===== src/rtl/shift_sched_4b_pkg.sv =====
// Shared definitions for the two-requester shift scheduler.
//   state_e    : scheduler FSM states (IDLE, SHIFT, DONE)
//   SHIFT_LEFT : direction code 0, SHIFT_RIGHT : direction code 1
//   pack_ctrl  : packs {dir, step, fill} into the 4-bit shifter control word
package shift_sched_4b_pkg;

  typedef enum logic [1:0] {
    IDLE  = 2'd0,
    SHIFT = 2'd1,
    DONE  = 2'd2
  } state_e;

  localparam logic SHIFT_LEFT  = 1'b0;
  localparam logic SHIFT_RIGHT = 1'b1;

  // Control word layout: [3] direction, [2:1] step amount, [0] fill bit.
  function automatic logic [3:0] pack_ctrl(input logic       dir,
                                           input logic [1:0] step,
                                           input logic       fill);
    return {dir, step, fill};
  endfunction

endpackage


===== src/rtl/shifter_4b.sv =====
// Combinational 4-bit shifter, 0..3 positions per use.
//   a : value to shift
//   b : control {dir, amount[1:0], fill}
//   x : shifted value, vacated positions take the fill bit
//   y : bits shifted out, right-aligned, zero-padded
module shifter_4b
  import shift_sched_4b_pkg::*;
(
  input  logic [3:0] a,
  input  logic [3:0] b,
  output logic [3:0] x,
  output logic [3:0] y
);

  logic       dir;
  logic [1:0] amt;
  logic       fill;
  logic [3:0] low_mask;
  logic [3:0] high_mask;
  logic [7:0] wide;

  // NOTE: every signal written in this always_comb gets a default first, so
  // no path through the branches leaves one unassigned and infers a latch.
  always_comb begin
    dir       = b[3];
    amt       = b[2:1];
    fill      = b[0];
    low_mask  = (4'b0001 << amt) - 4'b0001;  // amt ones at the bottom
    high_mask = ~(4'b1111 >> amt);            // amt ones at the top
    wide      = '0;
    x         = '0;
    y         = '0;
    if (dir == SHIFT_LEFT) begin
      // Bits pushed past bit 3 land in the upper nibble, already right-aligned.
      wide = {4'b0000, a} << amt;
      x    = wide[3:0] | (fill ? low_mask : 4'b0000);
      y    = wide[7:4];
    end else begin
      x = (a >> amt) | (fill ? high_mask : 4'b0000);
      y = a & low_mask;
    end
  end

endmodule


===== src/rtl/shift_sched_4b.sv =====
// Two-requester round-robin scheduler around one shared shifter_4b, extending
// it to shifts of 0..15 positions by iterating at most MAX_STEP per cycle.
//   clk, rst             : clock, asynchronous active-high reset
//   req_valid/req_ready  : per-requester handshake (bit i = requester i)
//   a*/amt*/dir*/fill*   : per-requester operands, sampled at acceptance
//   res_valid            : one-hot, one-cycle completion pulse
//   res_x / res_sticky   : result and OR of all shifted-out bits
//   busy                 : high while an operation is in SHIFT or DONE
module shift_sched_4b
  import shift_sched_4b_pkg::*;
#(
  parameter int unsigned MAX_STEP = 3
) (
  input  logic       clk,
  input  logic       rst,
  input  logic [1:0] req_valid,
  output logic [1:0] req_ready,
  input  logic [3:0] a0,
  input  logic [3:0] a1,
  input  logic [3:0] amt0,
  input  logic [3:0] amt1,
  input  logic       dir0,
  input  logic       dir1,
  input  logic       fill0,
  input  logic       fill1,
  output logic [1:0] res_valid,
  output logic [3:0] res_x,
  output logic       res_sticky,
  output logic       busy
);

  localparam logic [3:0] STEP_CAP = 4'(MAX_STEP);

  state_e     state_q, state_d;
  logic [3:0] value_q, value_d;
  logic [3:0] rem_q, rem_d;
  logic       dir_q, dir_d;
  logic       fill_q, fill_d;
  logic       owner_q, owner_d;
  logic       sticky_q, sticky_d;
  logic       last_q, last_d;
  logic [3:0] res_x_q, res_x_d;
  logic       res_sticky_q, res_sticky_d;

  logic [1:0] grant;
  logic       sel;
  logic [1:0] step;
  logic [3:0] sh_x, sh_y;
  logic [3:0] rem_next;
  logic       sticky_next;
  logic [3:0] sel_amt;

  shifter_4b u_shifter (
    .a (value_q),
    .b (pack_ctrl(dir_q, step, fill_q)),
    .x (sh_x),
    .y (sh_y)
  );

  // Round-robin: a tie goes to the requester that was not served last.
  always_comb begin
    if (req_valid == 2'b11) grant = last_q ? 2'b01 : 2'b10;
    else                    grant = req_valid;
    sel = grant[1];
  end

  always_comb begin
    step        = (rem_q < STEP_CAP) ? rem_q[1:0] : STEP_CAP[1:0];
    rem_next    = rem_q - {2'b00, step};
    sticky_next = sticky_q | (sh_y != 4'b0000);
    sel_amt     = sel ? amt1 : amt0;
  end

  always_comb begin
    state_d      = state_q;
    value_d      = value_q;
    rem_d        = rem_q;
    dir_d        = dir_q;
    fill_d       = fill_q;
    owner_d      = owner_q;
    sticky_d     = sticky_q;
    last_d       = last_q;
    res_x_d      = res_x_q;
    res_sticky_d = res_sticky_q;
    unique case (state_q)
      IDLE: begin
        if (grant != 2'b00) begin
          value_d  = sel ? a1 : a0;
          rem_d    = sel_amt;
          dir_d    = sel ? dir1 : dir0;
          fill_d   = sel ? fill1 : fill0;
          owner_d  = sel;
          last_d   = sel;
          sticky_d = 1'b0;
          if (sel_amt == 4'd0) begin
            // Zero-length shift: result is the operand itself, nothing lost.
            state_d      = DONE;
            res_x_d      = sel ? a1 : a0;
            res_sticky_d = 1'b0;
          end else begin
            state_d = SHIFT;
          end
        end
      end
      SHIFT: begin
        value_d  = sh_x;
        sticky_d = sticky_next;
        rem_d    = rem_next;
        if (rem_next == 4'd0) begin
          // Result registers load on entry to DONE and then hold until the
          // next completion, so they stay stable outside the pulse.
          state_d      = DONE;
          res_x_d      = sh_x;
          res_sticky_d = sticky_next;
        end
      end
      DONE:    state_d = IDLE;
      default: state_d = IDLE;
    endcase
  end

  // NOTE: state registers use non-blocking assignments so every flop samples
  // the pre-edge values regardless of statement order.
  always_ff @(posedge clk or posedge rst) begin
    if (rst) begin
      state_q      <= IDLE;
      value_q      <= '0;
      rem_q        <= '0;
      dir_q        <= SHIFT_LEFT;
      fill_q       <= 1'b0;
      owner_q      <= 1'b0;
      sticky_q     <= 1'b0;
      last_q       <= 1'b1;
      res_x_q      <= '0;
      res_sticky_q <= 1'b0;
    end else begin
      state_q      <= state_d;
      value_q      <= value_d;
      rem_q        <= rem_d;
      dir_q        <= dir_d;
      fill_q       <= fill_d;
      owner_q      <= owner_d;
      sticky_q     <= sticky_d;
      last_q       <= last_d;
      res_x_q      <= res_x_d;
      res_sticky_q <= res_sticky_d;
    end
  end

  // Ready is masked during reset so nothing appears accepted while held.
  assign req_ready  = (state_q == IDLE && !rst) ? grant : 2'b00;
  assign res_valid  = (state_q == DONE) ? (owner_q ? 2'b10 : 2'b01) : 2'b00;
  assign res_x      = res_x_q;
  assign res_sticky = res_sticky_q;
  assign busy       = (state_q != IDLE);

endmodule


===== config.mk =====
export PLATFORM = sky130hd
export DESIGN_NAME = shift_sched_4b
export DESIGN_NICKNAME = d
export VERILOG_FILES = /design/src/rtl/shift_sched_4b_pkg.sv /design/src/rtl/shifter_4b.sv /design/src/rtl/shift_sched_4b.sv
export SDC_FILE = /design/constraint.sdc
export NUM_CORES = 1
export LEC_CHECK = 0
export BUFFER_PORTS_ARGS = -buffer_cell sky130_fd_sc_hd__buf_2
export CAP_MARGIN = 20
export CELL_PAD_IN_SITES_DETAIL_PLACEMENT = 1
export CELL_PAD_IN_SITES_GLOBAL_PLACEMENT = 1
export CORE_MARGIN = 2
export CORE_UTILIZATION = 40
export DETAILED_ROUTE_END_ITERATION = 10
export GPL_TIMING_DRIVEN = 0
export MAX_ROUTING_LAYER = met4
export PLACE_DENSITY = 0.87
export SETUP_SLACK_MARGIN = 0.15
export SKIP_CTS_REPAIR_TIMING = 1
export SLEW_MARGIN = 20
export SYNTH_ARGS = -nofsm -noshare
export SYNTH_HDL_FRONTEND = slang
export SYNTH_HIERARCHICAL = 1
export SYNTH_SLANG_ARGS = --single-unit

===== constraint.sdc =====
create_clock -name clk -period 3.21 [get_ports clk]
set_clock_uncertainty 0.15 [all_clocks]
set_input_delay 0.642 -clock clk [delete_from_list [all_inputs] [get_ports clk]]
set_output_delay 0.642 -clock clk [all_outputs]
set_load 0.02 [all_outputs]

=== Word level (Yosys, flattened, before mapping) ===
Cells that the tools add are included.

* Muxes and demuxes: 32
* Equality and inequality tests: 6
* Multiply operators: 0
* Div/mod/pow operators: 0
* Order comparisons: 1
* Shift operators: 4
* Bitwise operators: 5
* $add $sub $neg: 2
* Reduce and logical (&&, ||, !) cells: 13

{| class="wikitable"
|+ Operators by type and width
! operator !! count
|-
| 4-bit 2-to-1 mux || 11
|-
| 4-bit case mux with 2 select lines || 3
|-
| 2-bit 2-to-1 mux || 9
|-
| 4-bit logical NOT || 2
|-
| 4-bit OR || 2
|-
| 4-bit by 2-bit << shifter with 8-bit output || 1
|-
| 1-bit 2-to-1 mux || 6
|-
| 2-bit inequality test (second input constant) || 3
|-
| 2-bit AND reduction || 3
|-
| 2-bit nonzero test || 3
|-
| 4-bit bitwise AND || 1
|-
| 2-bit == test (second input constant) || 2
|-
| 4-bit by 2-bit less-than comparator with 1-bit output (second input constant) || 1
|-
| 4-bit inverter || 1
|-
| 1-bit case mux with 2 select lines || 2
|-
| 2-bit case mux with 2 select lines || 1
|-
| 4-bit AND reduction || 1
|-
| 4-bit nonzero test || 1
|-
| 1-bit by 2-bit << shifter with 4-bit output (first input constant) || 1
|-
| 4-bit by 2-bit right shift with 4-bit output || 1
|-
| 4-bit by 2-bit right shift with 4-bit output (first input constant) || 1
|-
| 4-bit by 1-bit subtractor with 4-bit output (second input constant) || 1
|-
| 4-bit by 2-bit subtractor with 4-bit output || 1
|-
| 2-bit by 1-bit == test with 1-bit output (second input constant) || 1
|-
| other kinds (4) || 4
|}

* Input port bits: 24
* Register bits: 20
* Memory bits (read-only): 0
* RAM bits: 0
* Output and inout bits: 10
* Memories kept: 0
* Latch bits: 0

=== Longest topological paths before layout ===
Gate-level depths: netlist of the first run.

* Word-level depth: 10
* Mapped depth: 8

=== Hierarchy ===
The synthesis of the first run kept the hierarchy.

{| class="wikitable"
|+ Modules (own cells, without submodules)
! module !! seq. area each (um^2) !! times used !! area each (um^2) !! cells each
|-
| shift_sched_4b || 501.7 || 1 || 1,127.3 || 105
|-
| shifter_4b || 0.0 || 1 || 281.5 || 40
|}

=== Worst setup path after synthesis of the first run ===
No wires, ideal clock.

* Path kind: register to register
* Start: register rem_q[2]
* End: register res_sticky_q (netlist: res_sticky)
* Buffers on the path: 0
* Slack: 0.864 ns
* Library setup time: 0.125 ns
* Cell stages (with the launch flop): 8
* Arrival: 2.071 ns
* Data required time: 2.935 ns
* Cell sequence: dfrtp_1 > nor2_1 > or2_2 > ha_1 > and4bb_2 > a211oi_2 > o32ai_4 > mux2_2

* Cells in the longest elaborated chain, start to end: 10
* Elaborated cells between the ends (all ways): 15
* Classes of those cells: add/sub: 2; order compare: 1; eq/ne: 1; shift: 2; mux: 4; bitwise: 2; reduce/logical: 3

{| class="wikitable"
|+ RTL lines
! what !! line !! text
|-
| from (decl) || shift_sched_4b.sv:36 || <nowiki>logic [3:0] rem_q, rem_d;</nowiki>
|-
| from (signal assigned) || shift_sched_4b.sv:139 || <nowiki>rem_q <= rem_d;</nowiki>
|-
| 4-bit by 2-bit less-than comparator with 1-bit output || shift_sched_4b.sv:68 || <nowiki>step = (rem_q < STEP_CAP) ? rem_q[1:0] : STEP_CAP[1:0];</nowiki>
|-
| 2-bit 2-to-1 mux || shift_sched_4b.sv:68 ||
|-
| 1-bit by 2-bit << shifter with 4-bit output || shifter_4b.sv:28 || <nowiki>low_mask = (4'b0001 << amt) - 4'b0001;</nowiki>
|-
| 4-bit by 1-bit subtractor with 4-bit output || shifter_4b.sv:28 ||
|-
| 4-bit bitwise AND || shifter_4b.sv:40 || <nowiki>y = a & low_mask;</nowiki>
|-
| 4-bit 2-to-1 mux || shifter_4b.sv:33 || <nowiki>if (dir == SHIFT_LEFT) begin</nowiki>
|-
| 4-bit nonzero test || shift_sched_4b.sv:70 || <nowiki>sticky_next = sticky_q | (sh_y != 4'b0000);</nowiki>
|-
| 1-bit OR || shift_sched_4b.sv:70 ||
|-
| 1-bit 2-to-1 mux || shift_sched_4b.sv:109 || <nowiki>if (rem_next == 4'd0) begin</nowiki>
|-
| 1-bit case mux with 2 select lines || shift_sched_4b.sv:85 || <nowiki>unique case (state_q)</nowiki>
|-
| to (signal assigned) || shift_sched_4b.sv:146 || <nowiki>res_sticky_q <= res_sticky_d;</nowiki>
|-
| to (decl) || shift_sched_4b.sv:43 || <nowiki>logic res_sticky_q, res_sticky_d;</nowiki>
|}

Several ways; a longest one is shown, not always the timed one. The select of a mux whose other input is x is not followed.
A chain may end at the register's enable or synchronous reset.

=== Worst setup path in the final report of the first run ===
Ends and elaborated chain as after synthesis.

==> key figures, run 1 <==
Setup path
  • Peak per-stage delay on the critical path: 0.48 ns
  • CP delay by family, top: simple AND/OR/NAND/NOR gates
  • R2R depth: 7
  • CP arrival: 2.69 ns
  • Worst-path cell chain: nor2_1 -> or2_2 -> ha_1 -> and4bb_2 -> a211oi_2 -> o32ai_4 -> mux2_2
  • Critical Path RT: 3.26 ns
  • CP Class: reg2reg
  • CP Depth: 7
  • Crit path launch type: register
  • Critical path endpoint category: register
  • Slowest CP cell: dfrtp_1
  • Worst Path Max Fanout: 8
  • WP buf/inv: 0

Finish
  • Layout Nets: 208
  • Layout cells sized above 1: 0.3736
  • Area growth, synth to finish: 18.38%
  • Antenna Cells: 0

Timing
  • Hold Violations, Final: 0
  • Worst slew pin tran: 0.7843 ns
  • Slew Limit Fails: 0
  • Hold Slack: 0.3240 ns
  • Max-Slew Margin vs Limit: 0.4765
  • Fmax: 378.6 MHz
  • TNS Setup: 0 ns
  • Crit share post-route: 0.8228
  • Final setup fails: 0
  • RSZ-0062 raised after global routing: false
  • Tmin final: 2.641 ns

Floorplanning
  • Initial core utilization: 0.4189
  • Die width: 63.35 um
  • IO Pins: 34
  • Standard-cell row count: 21
  • Die area: 4013 sq um
  • Die H: 63.35 um
  • Core area: 3363 sq um

Clock tree
  • Root buf cell: clkbuf_4
  • Cts bufs inserted: 3
  • Clock Sinks: 20
  • Clock Latency Late Sink: 0.31 ns
  • H-Tree Level Count: 1
  • TritonCTS clock tree: yes
  • CTS Buffer Depth: 2
  • Clock transition at path regs: 0.12 ns

Pwr
  • Final Total Pwr: 1.737 mW
  • Pwr dens: 1042 nW/um^2
  • Worst vdd ir: 0.4630 mV
  • Static leakage: 0.7640 nW

GRT
  • Initial antenna violation count: 0
  • All-Layer GR Usage: 0.2154
  • Vias in the first global route: 1387
  • GRT overflow: 0
  • Largest net degree at the start of global routing: 22
  • First-pass GRT wire length: 6.686 mm

Yosys
  • Mean Syn Cell Area: 9.716 sq um
  • Yosys cell types: 42
  • Leading post-synthesis cells by cell area: dfrtp_1 34%, mux2i_1 11%, mux2_2 9.6%
  • Cell Area, Synth: 1409 sq um
  • Top-area cell type share of the netlist area: 0.3375
  • Post-synthesis cell count: 145
  • Post-synthesis register bit count: 20
  • Synth Net Count: 170
  • Synth area leader: dfrtp_1
  • Total of warnings raised by yosys: 6
  • Primary FF master, synth: dfrtp_1
  • Sequential-to-total area share from yosys stat: 0.3561
  • Post-synthesis async set-or-reset flop share: 1.000
  • EDFF count, synth: 0

Placement
  • DP Wirelength: 3.020 mm
  • Gp weighted congestion: 0.8523
  • IO Port Bufs: 33

Route
  • Number of DRC markers in iteration 0: 21
  • Router iterations before antenna repair: 4
  • DRC: 0
  • Final wirelength: 3.770 mm
  • Vias: 1267
  • Post-route ant nets: 0
  • DR WL/cell: 16.54 um
  • Via density: 5.557

Min path
  • Tightest Hold Check Type: in2async

Flow run
  • Max-cap viol count: 0

Run status
  • Outcome: finished clean
## layer usage
metal	track usage	wire length, um	vias up
li1	-	-	608
met2	0.3697	1967	29
met3	0.03571	142	8
met5	-	0	-
met1	0.2594	1585	622
met4	0.06522	74	0
## synth_stat cells (all sizes together), types with 3 or more instances
cell / count
nor2: 15
mux2i: 15
a21oi: 13
o21ai: 9
or2: 3
inv: 5
nor3: 4
a211oi: 5
nand2: 4
nor2b: 3
mux2: 13
buf: 8
dfrtp: 19
## cells in the final DEF (no fill, tap or decap), types with 2 or more instances in the layout
master	instances
or2_2	3
o21ai_1	3
a21o_1	2
nand2b_1	2
nor3b_1	2
nor3_1	4
or3_1	2
nand2_1	4
buf_2	37
dfrtp_1	19
buf_4	3
clkbuf_4	3
a21oi_1	13
and4bb_2	2
mux2i_1	15
inv_1	5
mux2_2	12
nor2_1	15
o21ai_0	5
a211oi_1	4
nor2b_1	3
nor4_1	2
## power breakdown
| group | internal (mW) | leakage, nW | total (mW) | switching, mW |
|---|---|---|---|---|
| sequential | 0.383 | 0.232 | 0.527 | 0.144 |
| clock | 0.0693 | 0.0210 | 0.148 | 0.0789 |
| combinational | 0.490 | 0.511 | 1.06 | 0.572 |
## final timing paths
check / from / to / slack, ns
worst max register to register: rem_q[2] / res_sticky / 0.57
worst min register to register: dir_q / dir_q / 0.35
worst max-delay path: rem_q[2] / res_sticky / 0.57
min in group clk: dir_q / dir_q / 0.35
max in group asynchronous: rst / value_q[1] / 2.10
worst min-delay path: rst / state_q[0] / 0.32
## layout make-up
cell class	count	area [sq um]
Sequential cell	20	501.7
Tap cell	46	57.56
Buffer	8	53.80
Clock buffer	4	36.28
Fill cell	427	1695
Multi-Input combinational cell	112	834.6
Inverter	5	18.77
Timing Repair Buffer	33	165.2
## kinds of logic (layout without fill, tap and decap cells)
kind of cell	count (synthesis)	in the layout	synth area share
mux	28	28	0.2105
compound gates	40	40	0.2087
flops	20	20	0.3561
buf+inv	13	50	0.05151
simple gates	42	42	0.1616
other cells	1	1	0.002662
fa+ha+maj	1	1	0.008880
## stage by stage
| stage | util | setup WS [ns] | area [sq um] | cells |
|---|---|---|---|---|
| 2_1_floorplan | - | 0.8643 | 1409 | 145 |
| 3_3_place_gp | 0.4851 | 0.6593 | 1632 | 224 |
| 3_5_place_dp | 0.4851 | 0.5868 | 1632 | 224 |
| 4_1_cts | 0.4959 | 0.5699 | 1668 | 228 |
| 5_1_grt | 0.4959 | 0.4473 | 1668 | 228 |
| 6_report | 0.4959 | 0.5688 | 1668 | 228 |
## state kept, by name, summed over array words and instances, names as in the netlist
signal,count
dir_q,1
fill_q,1
last_q,1
owner_q,1
rem_q,4
res_sticky,1
res_x,4
state_q,2
sticky_q,1
value_q,4
No activity file was read; power rests on OpenSTA's default activity.
==> run 2, diff against run 1 <==
--- a/config.mk
+++ b/config.mk
@@ -10,11 +10,11 @@
 export CELL_PAD_IN_SITES_DETAIL_PLACEMENT = 1
 export CELL_PAD_IN_SITES_GLOBAL_PLACEMENT = 1
 export CORE_MARGIN = 2
-export CORE_UTILIZATION = 40
+export CORE_UTILIZATION = 36
 export DETAILED_ROUTE_END_ITERATION = 10
 export GPL_TIMING_DRIVEN = 0
 export MAX_ROUTING_LAYER = met4
-export PLACE_DENSITY = 0.87
+export PLACE_DENSITY = 0.83
 export SETUP_SLACK_MARGIN = 0.15
 export SKIP_CTS_REPAIR_TIMING = 1
 export SLEW_MARGIN = 20
==> constraint.sdc (replaced) <==
create_clock -name clk -period 2.12 [get_ports clk]
set_clock_uncertainty 0.15 [all_clocks]
set_input_delay 0.424 -clock clk [delete_from_list [all_inputs] [get_ports clk]]
set_output_delay 0.424 -clock clk [all_outputs]
set_load 0.02 [all_outputs]
==> run 2 against run 1 <==
Effect of this change:
- the flow now finishes with violations (setup timing)
- core utilization grew 6.8 points
- register-to-register slack lost 0.85 ns
- worst setup slack lost 0.85 ns
- critical endpoint unchanged
- largest power group unchanged
==> key figures, run 2 (synthesis gave the netlist of run 1 again) <==
Pwr
  • Pwr dens: 1813 nW/um^2
  • Final Total Pwr: 3.802 mW
  • Static leakage: 0.9293 nW
  • Worst vdd ir: 0.9482 mV

GRT
  • M3 GR Usage: 0.02703
  • GRT overflow: 0
  • Initial antenna violation count: 1
  • All-Layer GR Usage: 0.2238
  • Most congested layer reported by global routing: met2
  • Met2 usage: 0.4050
  • Vias in the first global route: 1419
  • Met1 Track Usage GR: 0.2618
  • Largest net degree at the start of global routing: 22
  • First-pass GRT wire length: 7.162 mm

Min path
  • Tightest Hold Check Type: in2async

Timing
  • Fmax: 417.0 MHz
  • Hold Violations, Final: 0
  • RSZ-0062 raised after global routing: true
  • Hold Slack: 0.08037 ns
  • Crit share post-route: 1.131
  • Worst slew pin tran: 0.6511 ns
  • Worst setup margin: -0.2780 ns
  • Slew Limit Fails: 0
  • Max-Slew Margin vs Limit: 0.5658
  • TNS Setup: -2.247 ns
  • Tmin final: 2.398 ns
  • Final setup fails: 11

Route
  • Number of DRC markers in iteration 0: 64
  • Post-route ant nets: 0
  • Via density: 5.912
  • DRC: 0
  • Vias: 1484
  • DR WL/cell: 22.88 um
  • Router iterations before antenna repair: 4
  • Final wirelength: 5.744 mm

Finish
  • Non-filler cells, final: 251
  • Most frequent cells in the layout: 36 x buf_2, 18 x buf_4, 15 x dfrtp_1
  • Commonest non-fill, non-tap cell in the layout: buf_2
  • Layout Nets: 228
  • Layout cells sized above 1: 0.5495
  • Fin util: 0.5643
  • Area growth, synth to finish: 48.85%
  • Final Cell Area: 2097 sq um

Floorplanning
  • Core area: 3716 sq um
  • Die H: 66.56 um
  • Die area: 4430 sq um
  • Initial core utilization: 0.3791
  • IO Pins: 34
  • Die width: 66.56 um
  • Standard-cell row count: 22

Setup path
  • CP arrival: 2.40 ns
  • CP Class: reg2reg
  • Slowest CP cell: dfrtp_1
  • Worst Path Max Fanout: 7
  • Crit path launch type: register
  • Critical path endpoint category: register
  • WP buf/inv: 1
  • CP delay by family, top: simple AND/OR/NAND/NOR gates
  • Peak per-stage delay on the critical path: 0.46 ns
  • Worst-path cell chain: or2_4 -> ha_4 -> and4bb_2 -> a211oi_4 -> o32ai_4 -> buf_12 -> mux2_4
  • Critical Path RT: 2.12 ns

Placement
  • IO Port Bufs: 33
  • Setup WS pre-CTS: -0.3448 ns
  • Placed Area: 1707 sq um
  • DP Wirelength: 3.178 mm
  • DP Cell Count: 226
  • Gp weighted congestion: 0.8447

Run status
  • Outcome: complete, but fails checks
  • Violated checks: setup timing

Clock tree
  • TritonCTS clock tree: yes
  • H-Tree Level Count: 1
  • Root buf cell: clkbuf_8
  • Clock Sinks: 20
  • Cts bufs inserted: 3
  • Clock Latency Late Sink: 0.26 ns
  • Clock transition at path regs: 0.08 ns
  • CTS Buffer Depth: 2

Flow run
  • Max-cap viol count: 0
## run 2: cell types whose count changed in the layout (fill, tap and decap cells not counted), moves of 3 or more
cell      previous run  this run
a21oi_1             13         8
a21oi_2              0         5
buf_4                3        18
clkbuf_4             3         0
dfrtp_1             19        15
dfrtp_2              0         4
mux2_2              12         6
mux2_4               0         6
nor2_1              15        11
nor2_4               0         3
## run 2: layout make-up
type	instances	area (sq um)
Antenna cell	1	2.502
Timing Repair Buffer	52	342.8
Multi-Input combinational cell	112	1012
Inverter	5	22.52
Buffer	8	73.82
Fill cell	409	1619
Tap cell	48	60.06
Timing Repair inverter	1	5.005
Sequential cell	20	506.7
Clock inverter	1	30.03
Clock buffer	3	41.29
## run 2: power by group
group	switching [mW]	internal (mW)
combinational	1.28	1.26
sequential	0.287	0.587
clock	0.139	0.252
## run 2: final timing paths
| check | start | endpoint | slack (ns) | cells after the start |
|---|---|---|---|---|
| min | rst | rem_q[0] | 0.08 | 2 |
| max in group asynchronous | rst | state_q[1] | 0.79 | 3 |
| max reg2reg | rem_q[0] | res_sticky | -0.28 | 7 |
| min reg2reg | res_x[1] | res_x[1] | 0.37 | 1 |
| min in group clk | req_valid[0] | last_q | 0.28 | 2 |
| max | rem_q[0] | res_sticky | -0.28 | 7 |
## run 2: per-layer routing
| metal | vias up | share of wire |
|---|---|---|
| met1 | 750 | 0.39 |
| met2 | 63 | 0.53 |
| met5 | - | 0 |
| met4 | 0 | 0.044 |
| li1 | 653 | - |
| met3 | 18 | 0.036 |
